==> src/rtl/write_back_stage.sv <==
// write_back_stage: frame-synchronous register-file write-back with miss tracking
module write_back_stage #(
  parameter int          FRAME_LEN    = 5,
  parameter int          SLOT         = 4,
  parameter int          ZERO_REG     = 31,
  parameter logic [31:0] MISS_PATTERN = 32'hDEAD_BEEF
) (
  input  logic        clock,
  input  logic        reset_n,
  input  logic        stall,
  input  logic        memToReg,
  input  logic        regWrite,
  input  logic [4:0]  writeReg,
  input  logic [31:0] aluResult,
  input  logic [31:0] memData,
  output logic        rfWriteEn,
  output logic [4:0]  rfWriteAddr,
  output logic [31:0] rfWriteData,
  output logic        missFlag,
  output logic [15:0] commitCount
);
  localparam logic [0:0] IDLE   = 1'b0;
  localparam logic [0:0] COMMIT = 1'b1;

  logic [0:0] state;
  logic [2:0] frame_count;
  logic       held_write;
  logic       sample;

  assign sample    = state == IDLE && frame_count == 3'(SLOT) && !stall;
  assign rfWriteEn = state == COMMIT && held_write && rfWriteAddr != 5'(ZERO_REG);

  // Frame counter freezes under stall and wraps at the end of the frame
  always_ff @(posedge clock)
    if (!reset_n) frame_count <= 3'd0;
    else if (!stall) frame_count <= frame_count == 3'(FRAME_LEN - 1) ? 3'd0 : frame_count + 3'd1;

  // COMMIT lasts exactly one cycle after each sampling edge, regardless of stall
  always_ff @(posedge clock)
    if (!reset_n) state <= IDLE;
    else state <= sample ? COMMIT : IDLE;

  // Capture the instruction at the sampling edge; address and data double as the held values
  always_ff @(posedge clock)
    if (!reset_n) begin
      held_write  <= 1'b0;
      rfWriteAddr <= 5'd0;
      rfWriteData <= 32'd0;
    end else if (sample) begin
      held_write  <= regWrite;
      rfWriteAddr <= writeReg;
      rfWriteData <= memToReg ? memData : aluResult;
    end

  // Sticky miss flag; memData is only looked at for loads
  always_ff @(posedge clock)
    if (!reset_n) missFlag <= 1'b0;
    else if (sample && memToReg && memData == MISS_PATTERN) missFlag <= 1'b1;

  // Saturating count of strobed register writes
  always_ff @(posedge clock)
    if (!reset_n) commitCount <= 16'd0;
    else if (rfWriteEn && commitCount != 16'hFFFF) commitCount <= commitCount + 16'd1;
endmodule

==> config.mk <==
export PLATFORM = sky130hd
export DESIGN_NAME = write_back_stage
export DESIGN_NICKNAME = d
export VERILOG_FILES = /design/src/rtl/write_back_stage.sv
export SDC_FILE = /design/constraint.sdc
export NUM_CORES = 1
export LEC_CHECK = 0
export BUFFER_PORTS_ARGS = -buffer_cell sky130_fd_sc_hd__buf_4
export CELL_PAD_IN_SITES_DETAIL_PLACEMENT = 0
export CELL_PAD_IN_SITES_GLOBAL_PLACEMENT = 1
export CORE_MARGIN = 4
export CORE_UTILIZATION = 36
export DETAILED_ROUTE_END_ITERATION = 12
export PLACE_DENSITY = 0.94
export SYNTH_ARGS = -nofsm -noshare
export SYNTH_HDL_FRONTEND = slang
export SYNTH_SLANG_ARGS = --single-unit
export TNS_END_PERCENT = 100
==> constraint.sdc <==
create_clock -name clock -period 4.8 [get_ports clock]
set_input_delay 0.24 -clock clock [delete_from_list [all_inputs] [get_ports clock]]
set_output_delay 0.24 -clock clock [all_outputs]
set_load 0.02 [all_outputs]
==> results.md, run 1 <==
* Status: finished clean
* Drt total wl at 7956 µm
* Seq/Total Area, Yosys at 0.4171
* Iteration-0 DRC Markers at 78
* Total Nets Final at 510
* DRC viols at 0
* Syn Std Cell Area at 0.002831 mm²
* Hold buffers post-CTS at 0
* Global Route Usage Sum at 0.1659
* Maximum vdd drop at 0.1697 mV
* CTS Buffer Depth at 2
* Insertion delay to the later sink of the worst-skew pair at 330 ps
* Final Core Density at 0.5301
* Warning count from the yosys run at 0
* Area Growth Syn to Fin at 43.92%
* Clock Sinks at 59
* Worst EP arrival at 2260 ps
* Post-CTS setup buffer count at 0
* Die W at 96.69 µm
* Slew @ Worst Pin at 548.2 ps
* H-tree depth at 3
* CP Class: flop to flop
* Achievable Freq at 0.4923 GHz
* Pwr/cell area at 273.1 mW/mm²
* Post-Synth Adder-Cell Area at 0.01326
* Pwr Total at 1113 µW
* Hold crit path type: primary input to flop
* Die height at 96.69 µm
* Largest family of logic cells by synthesized area: simple AND/OR/NAND/NOR gates
* Post-Synth Simple-Gate Area at 0.2240
* Initial cell density of the core at 0.3683
* Relative slew slack at 0.6346
* Largest net degree at the start of global routing at 61
* Period utilization at 0.4231
* Root buf cell: clkbuf_8
* CTS Buf Count at 9
* FP Rows at 32
* Unique cell type count in the Yosys netlist at 42
* RSZ-0062 raised after global routing: no
* Core box area at 0.007687 mm²
* Die area at 0.009348 mm²
* Final Setup Violations at 0
* Post-DP HPWL at 5896 µm
* Clock Skew at 4.076 ps
* Post-Syn Area per Cell at 9.046 µm²
* Syn Nets at 390
* Complex-gate fraction of the synthesized area at 0.1662
* Leak at 0.001684 µW
* Vias post-DR at 2748
* Setup_tns at 0 ps
* Vias in the first global route at 2565
* CP endpoint kind: flop
* First-pass GRT wire length at 12770 µm
* Hold Worst Slack at 162.4 ps
* Post-DR wirelength/cell at 14.73 µm
* Tmin final at 2031 ps
* Port bufs at 128
* Flop and latch count out of synthesis at 59
* Remaining global-route overflow at 0
* Crit path max fanout at 60
* Fin. Hold Viols at 0
* Clock slew at reported path FFs at 60 ps
* # diodes at 0
* Post-synth EDFFs at 0
* Slew Limit Fails at 0
* Synth async-reset ratio at 0
* XOR/XNOR Fraction of Synth Area at 0
* # resized after CTS at 0
* Via/cell ratio at 5.089
* Proportion of layout cells with a drive suffix above 1 at 0.3676
* Initial DRT Pass Iterations at 4
* I/O Pins at 129
* Initial antenna violation count at 0
* Fillers at 734
* Max-Cap Viols at 0
* Mux cell area share after synthesis at 0.1343
* Design Area, Final at 0.004075 mm²
* Final RePlAce weighted congestion at 0.8368
* Post-route ant nets at 0
* Cell Area, Placed at 0.003847 mm²
* Startpoint types: flop
* Data required, critical path at 5030 ps
* CTS tree: built
* Ys flop type: dfxtp_1
* Cells after Synth at 313
==> worst max-delay path, stage by stage, from the launching register on <==
cell	delay, ps
dfxtp_1	330
inv_1	60
ha_1	200
nand2_1	100
nor3_4	330
buf_4	530
nor2_1	80
a311oi_1	240
==> metrics by stage <==
step / worst slack (ps) / cells
after detailed placement: 2785 / 524
after global routing: 2605 / 540
final: 2769 / 540
after floorplan: 2914 / 313
after global placement: 2873 / 524
after CTS: 2765 / 540
==> power breakdown <==
part | total, µW | internal [µW] | switching, µW
sequential | 494 | 492 | 2.04
clock | 513 | 320 | 193
combinational | 105 | 58.8 | 46.4
==> kinds of logic after synthesis <==
family,count (synthesis)
buf+inv,28
flops,59
compound gates,63
fa+ha+maj,3
mux,38
simple gates,122
==> Yosys cell counts, types with 2 or more instances <==
cell       n  area (µm²)
nand3_1    5       25.02
nand4b_1   2       17.52
nor4_1     8       50.05
nand2_1   31       116.4
nand4_2    2       25.02
o31ai_1    6       45.04
or4_1      7       52.55
ha_1       3       37.54
nor2_1    40       150.1
nand2b_1   8       50.05
clkbuf_1  12       45.04
a21oi_1   10       50.05
nor3_1     2       10.01
dfxtp_1   59        1181
a211oi_1  32       240.2
o21ai_1    2       10.01
nand4_1    6       37.54
mux2i_1   38       380.4
a21oi_2    6       52.55
inv_1      4       15.01
buf_2      9       45.04
==> registers in the layout, summed over array words and instances (netlist names) <==
signal,count
frame_count,3
rfWriteData,32
commitCount,16
state,1
rfWriteAddr,5
missFlag,1
held_write,1
==> metal layers <==
layer,share of wire,wire length (µm),up-vias,GRT usage
met5,0,0,-,0
met4,0.0064,51,0,0.04428
met3,0.085,673,6,0.07859
met2,0.47,3734,99,0.2627
met1,0.44,3497,1250,0.2023
li1,-,-,1393,-
==> worst paths after layout <==
path,startpoint,end,slack (ps),cells past startpoint
max,frame_count[0]$_SDFFE_PN0N_,rfWriteData[30]$_SDFFE_PN0P_,2770,7
min,writeReg[4],rfWriteAddr[4]$_SDFFE_PN0P_,160,3
max reg2reg,frame_count[0]$_SDFFE_PN0N_,rfWriteData[30]$_SDFFE_PN0P_,2770,7
min reg2reg,held_write$_SDFFE_PN0P_,held_write$_SDFFE_PN0P_,470,2
==> cell type report <==
cell class	instances	area (µm²)	share of cell area
Multi-Input combinational cell	226	1529	0.3752
Sequential cell	59	1181	0.2898
Timing Repair Buffer	132	991.0	0.2432
Clock buffer	12	155.1	0.03807
Tap cell	102	127.6	0.03132
Clock inverter	4	72.57	0.01781
Inverter	5	18.77	0.004605
==> layout by cell type (no fill, tap or decap), types with 2 or more instances in the layout <==
cell type / n
bufinv_16: 2
ha_1: 3
nand3_1: 5
nand4b_1: 2
nand4_2: 2
clkbuf_8: 11
nor2_1: 40
nand2b_1: 8
nand4_1: 6
a21oi_1: 10
a211oi_1: 32
buf_4: 132
or4_1: 7
a21oi_2: 6
dfxtp_1: 59
o31ai_1: 6
inv_1: 4
nor3_1: 2
mux2i_1: 38
o21ai_1: 2
nor4_1: 8
nand2_1: 31
Note: power is estimated with default switching activity, not from simulation.
==> inputs of run 2 (changes only) <==
ABC_AREA = 1   (was default)
CORE_UTILIZATION = 31   (was 36)
PLACE_DENSITY = 0.88   (was 0.94)
clock period = 2 ns   (was 4.8 ns; I/O delays follow)
==> run 2 against run 1 <==
Register-to-register slack lost 2400 ps; flip-flop and latch count is the same; clock skew grew 6.9 ps; worst hold slack lost 130 ps; power grew 140%; utilization shrank 5.8 points; sequential share of layout area shrank 0.30 points; largest power group is now registers.
==> results.md, run 2 <==
* Biggest regs: rfWriteData x32, commitCount x16, rfWriteAddr x5
* Clock Skew at 11.01 ps (+6.937 ps)
* Port bufs at 128 (unchanged)
* Drt total wl at 8677 µm (+9.1%)
* CTS Buffer Depth at 2 (unchanged)
* Clock Sinks at 59 (unchanged)
* Largest family of logic cells by synthesized area: simple AND/OR/NAND/NOR gates
* Syn Nets at 480 (+23%)
* Insertion delay to the later sink of the worst-skew pair at 330 ps (about the same)
* Final RePlAce weighted congestion at 0.8508 (+1.7%)
* Die W at 102.5 µm (+6.0%)
* Synth async-reset ratio at 0 (unchanged)
* Proportion of layout cells with a drive suffix above 1 at 0.2881 (-0.07948)
* First-pass GRT wire length at 13940 µm (+9.2%)
* Area Growth Syn to Fin at 48.85%
* Reg with most FFs: rfWriteData
* Slew Limit Fails at 0 (unchanged)
* Post-Syn Area per Cell at 6.865 µm² (-24%)
* Initial DRT Pass Iterations at 4 (unchanged)
* Final Setup Violations at 0 (unchanged)
* Largest net degree at the start of global routing at 66 (+8.2%)
* Complex-gate fraction of the synthesized area at 0.1854 (+0.01929)
* Relative slew slack at 0.6789 (+0.04438)
* Yosys top cell area share at 0.4270 (+0.009811)
* Cells after Synth at 403 (+29%)
* Post-Synth Adder-Cell Area at 0.01357 (+0.0003118)
* Post-CTS setup buffer count at 0 (unchanged)
* Most frequent cell after synthesis: nand2_1
* Data required, critical path at 1900 ps (-3130 ps)
* Status: finished clean
* Initial antenna violation count at 0 (unchanged)
* Setup_tns at 0 ps (unchanged)
* Post-Synth Simple-Gate Area at 0.3021 (+0.07809)
* Global Route Usage Sum at 0.1701 (+0.004215)
* Initial cell density of the core at 0.3172 (-0.05111)
* Seq/Total Area, Yosys at 0.4270 (+0.009811)
* Post-DP HPWL at 6468 µm (+9.7%)
* CTS Buf Count at 9 (unchanged)
* Synth area leader: dfxtp_1
* Vias in the first global route at 2929 (+14%)
* H-tree depth at 3 (unchanged)
* Fin. Hold Viols at 0 (unchanged)
* Commonest non-fill, non-tap cell in the layout: buf_4
* Vias post-DR at 3146 (+14%)
* Pwr/cell area at 640.0 mW/mm² (+130%)
* Startpoint types: flop
* WP buf/inv at 2 (unchanged)
* List of most frequent post-synthesis cells: 117 x nand2_1, 59 x dfxtp_1, 55 x nor2_1, 32 x a31oi_1, 31 x o21ai_0
* Die area at 0.01050 mm² (+12%)
* Post-route ant nets at 0 (unchanged)
* Post-synth EDFFs at 0 (unchanged)
* Maximum vdd drop at 0.2859 mV (+68%)
* PnR worst setup slack at 321.8 ps (-2447 ps)
* Die height at 102.5 µm (+6.0%)
* Period utilization at 0.8391
* CTS tree: built
* CP Cell Sequence: nand3_1 > o21bai_2 > inv_1 > buf_4
* Crit-path max cell delay at 360 ps (-170 ps)
* Mux cell area share after synthesis at 0 (-0.1343)
* Syn Std Cell Area at 0.002766 mm² (-2.3%)
* Post-DR wirelength/cell at 13.43 µm (-8.8%)
* Achievable Freq at 0.5959 GHz
* XOR/XNOR Fraction of Synth Area at 0.01583 (+0.01583)
* Ys flop type: dfxtp_1
* Crit path max fanout at 8 (-87%)
* Remaining global-route overflow at 0 (unchanged)
* Via/cell ratio at 4.870 (-4.3%)
* # resized after CTS at 0 (unchanged)
* # diodes at 0 (unchanged)
* Root buf cell: clkbuf_8
* Fillers at 881 (+20%)
* Unique cell type count in the Yosys netlist at 29 (-31%)
* CP Class: flop to output pin
* Total Nets Final at 611 (+20%)
* Commonest non-fill, non-tap cells in the layout: 130 x buf_4, 117 x nand2_1, 59 x dfxtp_1
* Warning count from the yosys run at 0 (unchanged)
* Max reg flops at 32 (unchanged)
* Max-Cap Viols at 0 (unchanged)
* Iteration-0 DRC Markers at 112 (+44%)
* DRC viols at 0 (unchanged)
* Dpl ws at 381.6 ps (-2403 ps)
* Leak at 0.001872 µW (+11%)
* Core box area at 0.008721 mm² (+13%)
* FP Rows at 34 (+6.3%)
* Hold buffers post-CTS at 7 (+7)
* Slew @ Worst Pin at 479.8 ps (-68.34 ps)
* Pwr Total at 2635 µW (+140%)
* Kind of cell adding the most delay to the critical path: buffers and inverters
* Clock slew at reported path FFs at 70 ps (about the same)
* Flop and latch count out of synthesis at 59 (unchanged)
* RSZ-0062 raised after global routing: no
* I/O Pins at 129 (unchanged)
* Tmin final at 1678 ps
* CP max stage cell: dfxtp_1
* CP endpoint kind: output pin
* Worst EP arrival at 1580 ps (-680 ps)
* Hold crit path type: primary input to flop
* Main area contributors after synthesis: dfxtp_1 43%, nand2_1 16%, nor2_1 7.5%
## run 2: cell types whose count changed after synthesis, moves of 8 or more
cell      previous run  this run
nand2_1             31       117
mux2i_1             38         0
a31oi_1              0        32
a211oi_1            32         1
o21ai_0              1        31
inv_1                4        19
nor2_1              40        55
nand3_1              5        19
nand2b_1             8         0
nor4_1               8         0
o21ai_1              2        10
## run 2: cell type report
| cell class | instances | area [µm²] | area share |
|---|---|---|---|
| clock buffer | 10 | 127.6 | 0.03099 |
| clock inverter | 5 | 78.83 | 0.01914 |
| inverter | 21 | 78.83 | 0.01914 |
| multi-input combinational | 304 | 1430 | 0.3473 |
| sequential | 59 | 1181 | 0.2868 |
| tap | 108 | 135.1 | 0.03282 |
| timing repair buffer | 139 | 1086 | 0.2637 |
## run 2: kinds of logic (layout without fill, tap and decap cells)
kind of cell,count (synthesis),in the layout
simple gates,204,204
compound gates,92,92
flops,59,59
buf+inv,40,175
xor+xnor,5,5
fa+ha+maj,3,3
## run 2: layer usage
| layer | vias to the layer above | wire, µm | global-route usage |
|---|---|---|---|
| met5 | - | 0 | 0 |
| met4 | 0 | 112 | 0.06660 |
| met3 | 10 | 780 | 0.05529 |
| met2 | 125 | 4148 | 0.2741 |
| met1 | 1409 | 3635 | 0.2104 |
| li1 | 1602 | - | - |
## run 2: stage by stage
step	instance area (µm²)	hold WS (ps)	instances	utilization
floorplan	2766	190.0	403	-
global placement	3841	321.2	624	0.4405
detailed placement	3841	331.0	624	0.4405
CTS	4118	12.02	646	0.4722
global route	4118	22.31	646	0.4722
finish	4118	32.12	646	0.4722
## run 2: worst min-delay path, stage by stage
cell and delay [ps]:
buf_4 110, nand2_1 50, a31oi_1 70
## run 2: final timing paths
path	to	start	slack [ps]	cells after the start
max	rfWriteEn	rfWriteAddr[1]$_SDFFE_PN0P_	320	4
min	rfWriteData[26]$_SDFFE_PN0P_	aluResult[26]	30	3
max reg2reg	missFlag$_SDFFE_PN0P_	frame_count[0]$_SDFFE_PN0N_	360	9
min reg2reg	missFlag$_SDFFE_PN0P_	missFlag$_SDFFE_PN0P_	480	2
## run 2: power by group
group          internal (µW)  switching (µW)  leakage, µW  total (µW)
combinational            148             126      0.00129         274
clock                    693             473     0.000106        1170
sequential              1190            7.82     0.000476        1200
total                   2030             607      0.00187        2640
==> inputs of run 3 (changes only) <==
clock period = 1.55 ns   (was 2 ns; I/O delays follow)
==> run 3 against run 2 <==
Setup slack worse by 270 ps; final cell count is 3.4% higher; clock-buffer cell count is 2 higher; register-to-register slack lost 310 ps; worst hold slack got worse by 15 ps; largest cell class unchanged; largest power group unchanged; highest routed layer unchanged.
==> results.md, run 3 (synthesis gave the netlist of run 2 again) <==
* Global Route Usage Sum at 0.1733 (+0.003130)
* Cells on worst reg2reg path at 8 (-1)
* Seq. cell area at 0.001184 mm² (+0.21%)
* First-pass GRT wire length at 14300 µm (+2.6%)
* WP buf/inv at 4 (+2)
* Die W at 102.5 µm (unchanged)
* Post-DP HPWL at 6599 µm (+2.0%)
* WP depth at 8 (+4)
* Worst EP arrival at 1710 ps (+130 ps)
* Fin cells at 668 (+3.4%)
* CTS Buffer Depth at 2 (unchanged)
* Via/cell ratio at 4.837 (-0.68%)
* RSZ-0062 raised after global routing: yes
* Pwr/cell area at 761.4 mW/mm² (+19%)
* Crit-path max cell delay at 330 ps (-30 ps)
* Initial DRT Pass Iterations at 5 (+1)
* Die area at 0.01050 mm² (unchanged)
* CP Cell Sequence: inv_2 > ha_4 > nand2_4 > nor3_4 > buf_12 > buf_4 > clkbuf_16 > a31oi_1
* FP Rows at 34 (unchanged)
* Data required, critical path at 1770 ps (-130 ps)
* Die height at 102.5 µm (unchanged)
* Port bufs at 128 (unchanged)
* Cells after DPL at 636 (+1.9%)
* Vias post-DR at 3231 (+2.7%)
* CP max stage cell: dfxtp_2
* Remaining global-route overflow at 0 (unchanged)
* Initial antenna violation count at 0 (unchanged)
* Total Nets Final at 634 (+3.8%)
* Commonest non-fill, non-tap cells in the layout: 145 x buf_4, 115 x nand2_1, 57 x dfxtp_1
* Area Growth Syn to Fin at 59.88%
* Initial cell density of the core at 0.3172 (unchanged)
* Clock Skew at 5.231 ps (-5.782 ps)
* Max reg flops at 32 (unchanged)
* Period utilization at 0.9647
* Tmin final at 1495 ps
* Hold Path Depth at 3 (unchanged)
* I/O Pins at 129 (unchanged)
* Relative slew slack at 0.7715 (+0.09258)
* Max-Cap Viols at 0 (unchanged)
* Leak at 0.002033 µW (+8.6%)
* Clock Sinks at 59 (unchanged)
* Kind of cell adding the most delay to the critical path: buffers and inverters
* CTS Buf Count at 9 (unchanged)
* Hold crit path type: primary input to flop
* DRC viols at 0 (unchanged)
* Slew @ Worst Pin at 340.6 ps (-139.2 ps)
* # diodes at 0 (unchanged)
* CTS tree: built
* Reg with most FFs: rfWriteData
* Clock slew at reported path FFs at 70 ps (about the same)
* Commonest non-fill, non-tap cell in the layout: buf_4
* CP endpoint kind: flop
* Multi-input gate area at 0.001475 mm² (+3.1%)
* Fin. Hold Viols at 0 (unchanged)
* Largest net degree at the start of global routing at 28 (-58%)
* Startpoint types: flop
* Root buf cell: clkbuf_8
* Vias in the first global route at 3071 (+4.8%)
* Design Area, Final at 0.004423 mm² (+7.4%)
* Final RePlAce weighted congestion at 0.8644 (+1.6%)
* Final Setup Violations at 0 (unchanged)
* Achievable Freq at 0.6688 GHz
* Drt total wl at 9268 µm (+6.8%)
* H-tree depth at 3 (unchanged)
* Cell Area, Placed at 0.003944 mm² (+2.7%)
* Slew Limit Fails at 0 (unchanged)
* Post-DR wirelength/cell at 13.87 µm (+3.3%)
* Insertion delay to the later sink of the worst-skew pair at 330 ps (about the same)
* Crit path max fanout at 12 (+4)
* Status: finished clean
* Fillers at 826 (-6.2%)
* Iteration-0 DRC Markers at 111 (-0.89%)
* Maximum vdd drop at 0.4061 mV (+42%)
* CP Class: flop to flop
* Biggest regs: rfWriteData x32, commitCount x16, rfWriteAddr x5
* Post-route ant nets at 0 (unchanged)
* Proportion of layout cells with a drive suffix above 1 at 0.3321 (+0.04404)
* Core box area at 0.008721 mm² (unchanged)
[run 3: worst paths after layout]
kind / endpoint / start / slack (ps)
worst max register to register: rfWriteData[12]$_SDFFE_PN0P_ / frame_count[0]$_SDFFE_PN0N_ / 50
worst max-delay path: rfWriteData[12]$_SDFFE_PN0P_ / frame_count[0]$_SDFFE_PN0N_ / 50
worst min register to register: missFlag$_SDFFE_PN0P_ / missFlag$_SDFFE_PN0P_ / 460
worst min-delay path: rfWriteData[23]$_SDFFE_PN0P_ / aluResult[23] / 20
[run 3: worst register-to-register path: stages (launching register included)]
cell	delay (ps)
dfxtp_2	330
inv_2	80
ha_4	150
nand2_4	60
nor3_4	240
buf_12	170
buf_4	120
clkbuf_16	150
a31oi_1	80
[run 3: timing repair]
item | CTS | global route
endpoints found under the hold margin | 10 | 0
hold buffers | 9 | 0
buffers inserted | 0 | 5
resized for setup | 0 | 23
setup endpoints to repair | 0 | 41
[run 3: cell type report]
class | count | area share
repair buffers | 162 | 0.3052
clock buffers | 12 | 0.03734
well taps | 108 | 0.03055
inverters | 21 | 0.01782
flip-flops and latches | 59 | 0.2676
clock inverters | 2 | 0.007921
multi-input cells | 304 | 0.3335
[run 3: metrics by stage]
stage / hold slack (ps) / TNS [ps] / util / power (µW) / worst slack, ps
3_3_place_gp: 304.8 / 0 / 0.4522 / 1917 / 108.1
3_5_place_dp: 309.2 / 0 / 0.4522 / 1922 / 56.10
6_report: 17.02 / 0 / 0.5072 / 3367 / 54.73
2_1_floorplan: 167.5 / 0 / - / 1708 / 46.84
5_1_grt: 1.954 / -765.1 / 0.5072 / 3522 / -49.33
4_1_cts: 2.369 / 0 / 0.4855 / 3393 / 36.84
[run 3: report_power, final]
part           internal (µW)  switching (µW)
Combinational            208             174
Sequential              1530            11.4
Clock                    854             587
[run 3: metal layers]
metal,track usage,vias up,wire [µm]
li1,-,1646,-
met1,0.2171,1458,3968
met2,0.2696,113,4335
met3,0.07645,14,810
met4,0.05045,0,154
met5,0,-,0
